==> src/rtl/gmsk_pkg.sv <==
// Shared definitions for the GMSK-P1 instruction-fetch path.
//   XLEN         : address / instruction width
//   RESET_VECTOR : PC loaded on reset
//   INSTR_BYTES  : bytes per instruction (PC increment)
//   fetch_state_t: fetch sequencer states
package gmsk_pkg;
    localparam int              XLEN         = 32;
    localparam logic [XLEN-1:0] RESET_VECTOR = 32'h0000_0000;
    localparam int              INSTR_BYTES  = 4;

    typedef enum logic [1:0] {
        BOOT = 2'd0,
        REQ  = 2'd1,
        WAIT = 2'd2,
        HOLD = 2'd3
    } fetch_state_t;
endpackage

==> src/rtl/fetch_controller_if.sv <==
// Bus bundle between the fetch controller, instruction memory, the
// redirect source and decode.
//   master : fetch controller side
//   slave  : environment side (memory / branch unit / decode)
interface fetch_controller_if #(parameter int XLEN = gmsk_pkg::XLEN);
    logic            imem_req_valid;
    logic            imem_req_ready;
    logic [XLEN-1:0] imem_req_addr;
    logic            imem_resp_valid;
    logic [XLEN-1:0] imem_resp_data;
    logic            redirect_valid;
    logic [XLEN-1:0] redirect_pc;
    logic            if_valid;
    logic            if_ready;
    logic [XLEN-1:0] if_pc;
    logic [XLEN-1:0] if_instr;
    logic            misalign_err;

    modport master (
        output imem_req_valid, imem_req_addr, if_valid, if_pc, if_instr, misalign_err,
        input  imem_req_ready, imem_resp_valid, imem_resp_data,
               redirect_valid, redirect_pc, if_ready
    );

    modport slave (
        input  imem_req_valid, imem_req_addr, if_valid, if_pc, if_instr, misalign_err,
        output imem_req_ready, imem_resp_valid, imem_resp_data,
               redirect_valid, redirect_pc, if_ready
    );
endinterface

==> src/rtl/fetch_out_buf.sv <==
// One-entry valid/ready holding register for the instruction presented
// to decode.
//   clk, rst        : clock, async active-high reset
//   load_i          : capture pc_i/instr_i and raise valid_o
//   pc_i, instr_i   : data to capture
//   flush_i         : drop the held entry (wins over load and consume)
//   ready_i         : decode consumes the entry when valid_o is high
//   valid_o, pc_o, instr_o : registered outputs
module fetch_out_buf #(
    parameter int XLEN = 32
) (
    input  logic            clk,
    input  logic            rst,
    input  logic            load_i,
    input  logic [XLEN-1:0] pc_i,
    input  logic [XLEN-1:0] instr_i,
    input  logic            flush_i,
    input  logic            ready_i,
    output logic            valid_o,
    output logic [XLEN-1:0] pc_o,
    output logic [XLEN-1:0] instr_o
);
    logic            valid_q;
    logic [XLEN-1:0] pc_q;
    logic [XLEN-1:0] instr_q;

    always_ff @(posedge clk or posedge rst) begin
        if (rst) begin
            valid_q <= 1'b0;
            pc_q    <= '0;
            instr_q <= '0;
        end else if (flush_i) begin
            valid_q <= 1'b0;
        end else if (load_i) begin
            valid_q <= 1'b1;
            pc_q    <= pc_i;
            instr_q <= instr_i;
        end else if (valid_q && ready_i) begin
            // Data is left in place after consumption; only valid drops.
            valid_q <= 1'b0;
        end
    end

    assign valid_o = valid_q;
    assign pc_o    = pc_q;
    assign instr_o = instr_q;
endmodule

==> src/rtl/fetch_controller.sv <==
// Instruction fetch sequencer: owns the PC, issues one aligned fetch at
// a time, buffers the response for decode, handles redirects and kills
// responses of fetches made stale by a redirect.
//   clk, rst : clock, async active-high reset
//   bus      : fetch_controller_if master (imem request/response,
//              redirect, decode handshake, sticky misalign_err)
module fetch_controller
    import gmsk_pkg::*;
#(
    parameter int              XLEN         = gmsk_pkg::XLEN,
    parameter logic [XLEN-1:0] RESET_VECTOR = gmsk_pkg::RESET_VECTOR,
    parameter int              BOOT_CYCLES  = 2
) (
    input  logic               clk,
    input  logic               rst,
    fetch_controller_if.master bus
);
    localparam logic [3:0] BOOT_INIT = 4'(BOOT_CYCLES);

    fetch_state_t    state_q;
    logic [3:0]      boot_cnt_q;
    logic [XLEN-1:0] pc_q, pc_d;
    logic            kill_q;
    logic            misalign_q;

    logic            resp_take;
    logic            buf_valid;
    logic [XLEN-1:0] buf_pc, buf_instr;

    // A response is kept only if it belongs to a live fetch and no
    // redirect lands in the same cycle.
    assign resp_take = (state_q == WAIT) && bus.imem_resp_valid &&
                       !kill_q && !bus.redirect_valid;

    // PC next-value mux: redirect > increment on accepted response > hold.
    always_comb begin
        pc_d = pc_q;
        if (bus.redirect_valid)
            pc_d = {bus.redirect_pc[XLEN-1:2], 2'b00};
        else if (resp_take)
            pc_d = pc_q + XLEN'(INSTR_BYTES);
    end

    always_ff @(posedge clk or posedge rst) begin
        if (rst) begin
            state_q    <= BOOT;
            boot_cnt_q <= BOOT_INIT;
            pc_q       <= RESET_VECTOR;
            kill_q     <= 1'b0;
            misalign_q <= 1'b0;
        end else begin
            pc_q <= pc_d;
            if (bus.redirect_valid && (bus.redirect_pc[1:0] != 2'b00))
                misalign_q <= 1'b1;

            case (state_q)
                BOOT: begin
                    if (boot_cnt_q == 4'd0) state_q <= REQ;
                    else                    boot_cnt_q <= boot_cnt_q - 4'd1;
                end
                REQ: begin
                    // A redirect in the accept cycle leaves one stale
                    // fetch in flight; mark it for discard.
                    if (bus.imem_req_ready) begin
                        state_q <= WAIT;
                        if (bus.redirect_valid) kill_q <= 1'b1;
                    end
                end
                WAIT: begin
                    if (bus.imem_resp_valid) begin
                        kill_q  <= 1'b0;
                        state_q <= resp_take ? HOLD : REQ;
                    end else if (bus.redirect_valid) begin
                        kill_q <= 1'b1;
                    end
                end
                HOLD: begin
                    if (bus.redirect_valid || bus.if_ready) state_q <= REQ;
                end
                default: state_q <= BOOT;
            endcase
        end
    end

    fetch_out_buf #(.XLEN(XLEN)) u_out_buf (
        .clk     (clk),
        .rst     (rst),
        .load_i  (resp_take),
        .pc_i    (pc_q),
        .instr_i (bus.imem_resp_data),
        .flush_i (bus.redirect_valid),
        .ready_i (bus.if_ready),
        .valid_o (buf_valid),
        .pc_o    (buf_pc),
        .instr_o (buf_instr)
    );

    assign bus.imem_req_valid = (state_q == REQ);
    assign bus.imem_req_addr  = pc_q;
    assign bus.if_valid       = buf_valid;
    assign bus.if_pc          = buf_pc;
    assign bus.if_instr       = buf_instr;
    assign bus.misalign_err   = misalign_q;
endmodule

==> src/flat_wrapper.sv <==
// flat-port wrapper written by rule: the top's interface ports become plain ports
module fetch_controller_flat import gmsk_pkg::*;
#(
    parameter int              XLEN         = gmsk_pkg::XLEN,
    parameter logic [XLEN-1:0] RESET_VECTOR = gmsk_pkg::RESET_VECTOR,
    parameter int              BOOT_CYCLES  = 2
)
  (clk, rst, bus_imem_req_valid, bus_imem_req_addr, bus_if_valid, bus_if_pc, bus_if_instr, bus_misalign_err, bus_imem_req_ready, bus_imem_resp_valid, bus_imem_resp_data, bus_redirect_valid, bus_redirect_pc, bus_if_ready);
  fetch_controller_if #(.XLEN(XLEN)) bus_i ();
  input  logic clk;
  input  logic rst;
  output wire logic [$bits(bus_i.imem_req_valid)-1:0] bus_imem_req_valid;
  output wire logic [$bits(bus_i.imem_req_addr)-1:0] bus_imem_req_addr;
  output wire logic [$bits(bus_i.if_valid)-1:0] bus_if_valid;
  output wire logic [$bits(bus_i.if_pc)-1:0] bus_if_pc;
  output wire logic [$bits(bus_i.if_instr)-1:0] bus_if_instr;
  output wire logic [$bits(bus_i.misalign_err)-1:0] bus_misalign_err;
  input wire logic [$bits(bus_i.imem_req_ready)-1:0] bus_imem_req_ready;
  input wire logic [$bits(bus_i.imem_resp_valid)-1:0] bus_imem_resp_valid;
  input wire logic [$bits(bus_i.imem_resp_data)-1:0] bus_imem_resp_data;
  input wire logic [$bits(bus_i.redirect_valid)-1:0] bus_redirect_valid;
  input wire logic [$bits(bus_i.redirect_pc)-1:0] bus_redirect_pc;
  input wire logic [$bits(bus_i.if_ready)-1:0] bus_if_ready;
  assign bus_imem_req_valid = bus_i.imem_req_valid;
  assign bus_imem_req_addr = bus_i.imem_req_addr;
  assign bus_if_valid = bus_i.if_valid;
  assign bus_if_pc = bus_i.if_pc;
  assign bus_if_instr = bus_i.if_instr;
  assign bus_misalign_err = bus_i.misalign_err;
  assign bus_i.imem_req_ready = bus_imem_req_ready;
  assign bus_i.imem_resp_valid = bus_imem_resp_valid;
  assign bus_i.imem_resp_data = bus_imem_resp_data;
  assign bus_i.redirect_valid = bus_redirect_valid;
  assign bus_i.redirect_pc = bus_redirect_pc;
  assign bus_i.if_ready = bus_if_ready;
  fetch_controller #(.XLEN(XLEN), .RESET_VECTOR(RESET_VECTOR), .BOOT_CYCLES(BOOT_CYCLES)) u_core (.clk(clk), .rst(rst), .bus(bus_i));
endmodule
==> config.mk <==
export PLATFORM = sky130hd
export DESIGN_NAME = fetch_controller_flat
export DESIGN_NICKNAME = d
export VERILOG_FILES = /design/src/rtl/gmsk_pkg.sv /design/src/rtl/fetch_controller_if.sv /design/src/rtl/fetch_out_buf.sv /design/src/rtl/fetch_controller.sv /design/src/flat_wrapper.sv
export SDC_FILE = /design/constraint.sdc
export NUM_CORES = 1
export LEC_CHECK = 0
export BUFFER_PORTS_ARGS = -buffer_cell sky130_fd_sc_hd__buf_2
export CORE_AREA = 2 2 111 92
export CTS_CLUSTER_SIZE = 16
export DETAILED_ROUTE_END_ITERATION = 12
export DIE_AREA = 0 0 113 94
export GPL_TIMING_DRIVEN = 0
export PLACE_DENSITY = 0.78
export SYNTH_ARGS = -nofsm -noshare
export SYNTH_HDL_FRONTEND = slang
export SYNTH_SLANG_ARGS = --single-unit
==> constraint.sdc <==
create_clock -name clk -period 4.15 [get_ports clk]
set_input_delay 0.83 -clock clk [delete_from_list [all_inputs] [get_ports clk]]
set_output_delay 0.83 -clock clk [all_outputs]
set_load 0.01 [all_outputs]
# Word level (Yosys, flattened, before mapping)
# Cells that the tools add are included.
# word_totals
elab_cells	52
ff_bits	105
inputBits	70
out_inout_bits	99
# op_classes
addsub	2
bitwise	2
muxes	15
reduce_logical	18
eq_ne	7
# ops
cell	n
$mux W32	2
$add A32 B3 Y32 const B	1
$mux W2	5
$pmux W2 S4	1
$mux W1	6
$ne A2 B1 Y1 const B	3
$reduce_and A2 Y1	3
$reduce_bool A2 Y1	3
$logic_and A1 B1 Y1	5
$eq A2 B2 Y1 const B	2
$logic_not A4 Y1	1
$reduce_and A4 Y1	1
$sub A4 B1 Y4 const B	1
$reduce_bool A3 Y1	1
$eq A2 B1 Y1 const B	1
$logic_not A1 Y1	2
$logic_not A2 Y1	1
$ne A2 B2 Y1 const B	1
$not A1 Y1	2
$pmux W1 S2	1
$logic_or A1 B1 Y1	1

# Longest topological paths before layout
# Gate-level depths: netlist of the first run.
# depth
depth_word	7
depth_mapped	8
mapped_depth_nobuf	6

# Modules after synthesis
# A second synthesis of the first run with hierarchy kept.
# hier_totals
cells_unflattened	397
area_unflattened_um2	5046.1
# by_module_without_submodules
mod	seq_area_each_um2	area_each_um2	instances	cells_per_inst
fetch_out_buf	1626.6	2745.1	1	141
fetch_controller	952.2	2301.0	1	256

# Worst setup path after synthesis of the first run
# No wires, ideal clock.
# synth_timing
path_kind	input to register
startpoint	input port bus_imem_resp_valid
endpoint	register u_core.pc_q[31], in the netlist u_core.bus.imem_req_addr[31]
n_path_buf	2
arrival_time_ns	2.331
path_slack_ns	1.695
setup_ns	0.124
cell_stages	6
required_time_ns	4.026
cell_sequence	nand3b_2 or4_1 buf_2 buf_6 o31a_1 o31a_1
# synth_via
elab_chain_len	4
# synth_rtl
item	line	text
start, declared	flat_wrapper.sv:19	input wire logic [$bits(bus_i.imem_resp_valid)-1:0] bus_imem_resp_valid;
$logic_and A1 B1 Y1 (2 in a row)	fetch_controller.sv:32	assign resp_take = (state_q == WAIT) && bus.imem_resp_valid &&
$logic_and A1 B1 Y1	fetch_controller.sv:33	!kill_q && !bus.redirect_valid;
$reduce_bool A2 Y1 (no source line)	--	
end signal, assigned	fetch_controller.sv:52	pc_q <= pc_d;
end, declared	fetch_controller.sv:22	logic [XLEN-1:0] pc_q, pc_d;
# Every way passes these cells.
# A chain may end at the register's enable or synchronous reset.

# Worst setup path after layout of the first run
# layout_timing
startpoint	register u_core.state_q[0]
endpoint	register u_core.u_out_buf.pc_q[3], in the netlist u_core.u_out_buf.pc_o[3]
# layout_via
elab_chain_len	5
# layout_rtl
item	line	text
start, declared	fetch_controller.sv:20	fetch_state_t state_q;
start signal, assigned	fetch_controller.sv:72	state_q <= resp_take ? HOLD : REQ;
$eq A2 B2 Y1	fetch_controller.sv:32	
$logic_and A1 B1 Y1 (2 in a row)	fetch_controller.sv:32	
$logic_and A1 B1 Y1	fetch_controller.sv:33	
$reduce_and A2 Y1 (no source line)	--	
end signal, assigned	fetch_out_buf.sv:36	pc_q <= pc_i;
end, declared	fetch_out_buf.sv:24	logic [XLEN-1:0] pc_q;
# Every way passes these cells.

==> results_dict.tcl, run 1 <==
set metrics [dict create \
    arrival_ps 3190 \
    clk_pin_slew_ps 70 \
    grt_max_degree 55 \
    grt_usage_pct 22.07 \
    rsz0062_at_grt "false" \
    synth.largest_area_cell "dfrtp_1" \
    seq_area_frac_synth_pct 55.63 \
    synth.area.top_cells "dfrtp_1, mux2_2, nand2_1" \
    die_y_um 94 \
    tightest_slew_ps 976.5 \
    hold_path_class "reg -> reg" \
    root_buffer "clkbuf_16" \
    final_hold_viol_count 0 \
    core_sq_um 9449 \
    post_drt_wl_per_cell_um 16.90 \
    grt_pass1_vias 3724 \
    ff2ff_path_depth 6 \
    cts.repair.resized 0 \
    syn2layout_area_growth_pct 28.82 \
    die_area_sq_um 10620 \
    hold_ws_ps 461.4 \
    layout_setup_ws_ps 1184 \
    pre_cts_ws_ps 978.3 \
    overflow 0 \
    crit_type "reg -> reg" \
    gp_congestion 0.7989 \
    final.setup.tns_ps 0 \
    async_flop_share_pct 100.0 \
    yosysWarnings 0 \
    fmax_mhz 337.2 \
    ir_drop_mv 0.3027 \
    fp-row-count 32 \
    fin_crit_ps 2966 \
    synth-seq-cells 101 \
    netlist_area_sq_um 4546 \
    drv_slew 0 \
    die_w_um 113 \
    clock_sinks 101 \
    drtAntennaViolNets 0 \
    setup_viol 0 \
    cts_buffers 9 \
    instances_no_fill 684 \
    crit_chain "inv_1 > ha_1 > nand3b_2 > nor2_1 > clkbuf_1 > mux2_2" \
    cts_tree "done" \
    synthDistinctLibCells 42 \
    status "complete, but fails checks" \
    rr_endpoint "u_core.u_out_buf.pc_o[3]$_DFFE_PP0P_" \
    ff2ff_setup_slack_ps 1180 \
    vias 3775 \
    synth_area_per_cell_sq_um 11.90 \
    synth_top_flop_cell "dfrtp_1" \
    synth-edff-count 0 \
    holdPathStages 1 \
    crit_slowest_cell "nor2_1" \
    viasPerCell 5.519 \
    power_density_nw_per_um2 532.3 \
    fill_cells 817 \
    synth_top_area_share_pct 55.05 \
    timing.rr.start "u_core.state_q[0]$_DFFE_PP0P_" \
    p_leak_nw 3.000 \
    firstDrtPassIters 8 \
    port_buffers 164 \
    required_ps 4380 \
    worstSetupStartpoint "u_core.state_q[0]$_DFFE_PP0P_" \
    cts_setup_buffers 0 \
    drt_iter0_drc 232 \
    slew-limit-headroom_pct 34.66 \
    critPathMaxStageDelay_ps 820 \
    drc 10 \
    crit_end "u_core.u_out_buf.pc_o[3]$_DFFE_PP0P_" \
    final_nets 637 \
    placedCellCount 669 \
    cts.path.max_buffers 2 \
    skew_ps 4.992 \
    violations "design-rule violations" \
    synthTopCellsByCount "dfrtp_1, mux2_2, nand2_1" \
    clk_latency_ps 340 \
    syn_inst 382 \
    cp-end-kind "register" \
    dp_hpwl_um 8451 \
    grt_antenna_before_repair 0 \
    setup.worst_path.start_class "register" \
    grt_pass1_wl_um 18510 \
    synth.most_common_cell "dfrtp_1" \
    finalWirelength_um 11560 \
    diodes 0 \
    htreeDepth 3 \
    io_pins 169 \
    worstPathMaxFanout 10 \
    start_util_pct 48.11 \
    total_power_mw 3.117 \
    cap_violations 0 \
    fin_crit_sh_pct 71.46 \
    drive_gt1_share_pct 45.31 \
    holdBufCountCts 0 \
]
-- routing by layer --
layer	wire, um	part of all wire (%)	up-vias	global-route usage, %
met5	0	0	-	0
met3	854	7.4	11	6.065
li1	-	-	1740	-
met4	99	0.86	0	5.589
met2	5768	50	156	36.48
met1	4840	42	1868	29.01
-- cell type report --
type / instances / area (sq um) / share of cell area, %
sequential: 101 / 2529 / 43.18
multi-input combinational: 249 / 1866 / 31.86
timing repair buffer: 165 / 848.3 / 14.49
clock buffer: 10 / 239.0 / 4.081
tap: 119 / 148.9 / 2.543
buffer: 21 / 110.1 / 1.880
clock inverter: 5 / 60.06 / 1.026
inverter: 14 / 55.05 / 0.9402
-- worst min-delay path by stage --
stage          slack [ps]                                  end                                start
2_1_floorplan         470     u_core.boot_cnt_q[3]$_DFFE_PP0P_     u_core.boot_cnt_q[3]$_DFFE_PP0P_
3_3_place_gp          450  u_core.bus.misalign_err$_DFFE_PP0P_  u_core.bus.misalign_err$_DFFE_PP0P_
3_5_place_dp          450  u_core.bus.misalign_err$_DFFE_PP0P_  u_core.bus.misalign_err$_DFFE_PP0P_
4_1_cts               470  u_core.bus.misalign_err$_DFFE_PP0P_  u_core.bus.misalign_err$_DFFE_PP0P_
5_1_grt               490  u_core.bus.misalign_err$_DFFE_PP0P_  u_core.bus.misalign_err$_DFFE_PP0P_
6_report              460  u_core.bus.misalign_err$_DFFE_PP0P_  u_core.bus.misalign_err$_DFFE_PP0P_
-- worst max-delay path, delay by kind of cell (launching register included) --
kind | cells | cell delay, ps
and+or+nand+nor | 2 | 1070
buffers and inverters | 2 | 690
muxes | 1 | 410
adders and majority gates | 1 | 260
DFF | 1 | 400
-- cell families after synthesis --
group           Yosys count  synth area share, %
xor+xnor                 13                2.505
mux                      66                16.27
buf+inv                  35                3.578
fa+ha+maj                 6                1.651
compound gates           52                7.322
other cells               1              0.08250
flops                   101                55.63
simple gates            108                12.96
-- report_power, final --
part	switching (mW)	internal, mW
logic	0.421	0.432
clock network	0.371	0.483
registers	0.162	1.25
-- placed cells by master (no fill, tap or decap), drive strengths merged, types with 12 or more instances in the layout --
master  netlist  routed
a31oi        13      13
buf           8     173
clkbuf       13      23
dfrtp       100     100
inv          14      15
mux2         63      63
nand2        30      30
nand3        12      12
nor2         17      17
o21ai        18      18
or4          12      12
-- metrics by stage --
step | utilization, % | cell area (sq um)
after floorplan | - | 4557
after global placement | 58.49 | 5527
after detailed placement | 58.81 | 5557
after CTS | 61.97 | 5856
after global routing | 61.97 | 5856
final | 61.97 | 5856
-- state kept, by name, indices dropped and copies added, names as in the netlist --
signal,cells
u_core.boot_cnt_q,4
u_core.bus.imem_req_addr,30
u_core.bus.misalign_err,1
u_core.kill_q,1
u_core.state_q,2
u_core.u_out_buf.instr_o,32
u_core.u_out_buf.pc_o,30
u_core.u_out_buf.valid_o,1
Power figures use the tool's default switching activity.
==> run 2, diff against run 1 <==
clock period = 2.9 ns   (was 4.15 ns; I/O delays follow)
==> results_dict.tcl, run 2 (synthesis gave the netlist of run 1 again) <==
set metrics [dict create \
    cts_setup_buffers 0 \
    overflow 0 \
    die_w_um 113 \
    grt_usage_pct 22.10 \
    crit_slowest_cell "nor2_2" \
    drtAntennaViolNets 0 \
    gp_congestion 0.7976 \
    hold_path_class "in -> async" \
    final.setup.tns_ps 0 \
    start_util_pct 48.11 \
    die_y_um 94 \
    total_power_mw 4.462 \
    firstDrtPassIters 9 \
    clock_sinks 101 \
    diodes 0 \
    clk_latency_ps 340 \
    cts_buffers 9 \
    tightest_slew_ps 787.1 \
    slew-limit-headroom_pct 47.04 \
    die_area_sq_um 10620 \
    vias 3776 \
    syn2layout_area_growth_pct 29.87 \
    critPathMaxStageDelay_ps 570 \
    cts.path.max_buffers 2 \
    setup_viol 0 \
    grt_pass1_wl_um 18360 \
    power_density_nw_per_um2 755.9 \
    drv_slew 0 \
    holdBufCountCts 0 \
    worstSetupStartpoint "u_core.state_q[0]$_DFFE_PP0P_" \
    crit_family "simple AND/OR/NAND/NOR gates" \
    fmax_mhz 373.7 \
    layout_commonest_cell "buf_2" \
    core_sq_um 9449 \
    fill_cells 804 \
    timing.rr.start "u_core.state_q[0]$_DFFE_PP0P_" \
    required_ps 3120 \
    multi_input_area_sq_um 1868 \
    crit_type "reg -> reg" \
    grt_max_degree 34 \
    cap_violations 0 \
    p_leak_nw 3.015 \
    rsz0062_at_grt "false" \
    grt_antenna_before_repair 0 \
    drive_gt1_share_pct 45.60 \
    seqCellArea_sq_um 2529 \
    fp-row-count 32 \
    post_drt_wl_per_cell_um 16.96 \
    status "complete, but fails checks" \
    port_buffers 164 \
    drt_iter0_drc 199 \
    ff2ff_setup_slack_ps 220 \
    violations "design-rule violations" \
    cp-end-kind "register" \
    grt_pass1_vias 3636 \
    htreeDepth 3 \
    cts_tree "done" \
    worstPathMaxFanout 10 \
    setup.worst_path.start_class "register" \
    skew_ps 7.568 \
    root_buffer "clkbuf_16" \
    cts.repair.resized 1 \
    finalWirelength_um 11650 \
    largest_reg_flops 32 \
    fin_crit_ps 2676 \
    viasPerCell 5.496 \
    ir_drop_mv 0.5598 \
    drc 11 \
    clk_pin_slew_ps 70 \
    crit_chain "inv_1 > ha_1 > nand3b_2 > nor2_2 > clkbuf_1 > mux2_2" \
    final_hold_viol_count 0 \
    io_pins 169 \
    arrival_ps 2900 \
    cp_num_buf_inv 2 \
    final_nets 639 \
    dp_hpwl_um 8669 \
    fin_crit_sh_pct 92.26 \
    layout_common_cells "buf_2, dfrtp_1, mux2_2" \
]
[run 2: area by class of cell]
class                   count  share of cell area, %
clock buffers              11                  4.112
multi-input cells         249                  31.64
plain buffers              21                  1.865
repair buffers            167                  15.05
flip-flops and latches    101                  42.84
well taps                 119                  2.522
inverters                  14                 0.9538
clock inverters             5                  1.017
[run 2: worst reg2reg max path: cells and delay by family (launching register included)]
kind	cells	cell delay, ps
simple gates	2	830
flops	1	400
buf+inv	2	650
fa+ha+maj	1	260
mux	1	420
[run 2: per-layer routing]
layer	up-vias	wire, um	track usage, %
met5	-	0	0
met4	0	164	6.809
met3	18	801	5.226
met2	157	5864	36.83
met1	1860	4824	28.87
li1	1741	-	-
[run 2: worst paths after layout]
check | cells past startpoint | end
max in group asynchronous | 4 | u_core.bus.imem_req_addr[18]$_DFFE_PP0P_
max reg2reg | 6 | u_core.u_out_buf.pc_o[9]$_DFFE_PP0P_
max | 6 | u_core.u_out_buf.pc_o[9]$_DFFE_PP0P_
min | 2 | u_core.u_out_buf.instr_o[17]$_DFFE_PP0P_
min in group clk | 3 | u_core.bus.imem_req_addr[13]$_DFFE_PP0P_
min reg2reg | 1 | u_core.bus.misalign_err$_DFFE_PP0P_
[run 2: power breakdown]
| part | internal [mW] | switching (mW) |
|---|---|---|
| registers | 1.79 | 0.236 |
| clock network | 0.694 | 0.519 |
| logic | 0.623 | 0.603 |
| total | 3.10 | 1.36 |
[run 2: stage by stage]
| stage | cells | utilization (%) | setup WS (ps) | hold slack [ps] | cell area, sq um |
|---|---|---|---|---|---|
| floorplan | 385 | - | 554.1 | 465.7 | 4561 |
| global placement | 668 | 58.53 | 38.60 | 445.5 | 5530 |
| detailed placement | 671 | 59.24 | 11.67 | 454.3 | 5598 |
| CTS | 687 | 62.47 | 248.4 | 303.6 | 5903 |
| global route | 687 | 62.47 | 89.30 | 325.6 | 5903 |
| finish | 687 | 62.47 | 224.4 | 292.6 | 5903 |
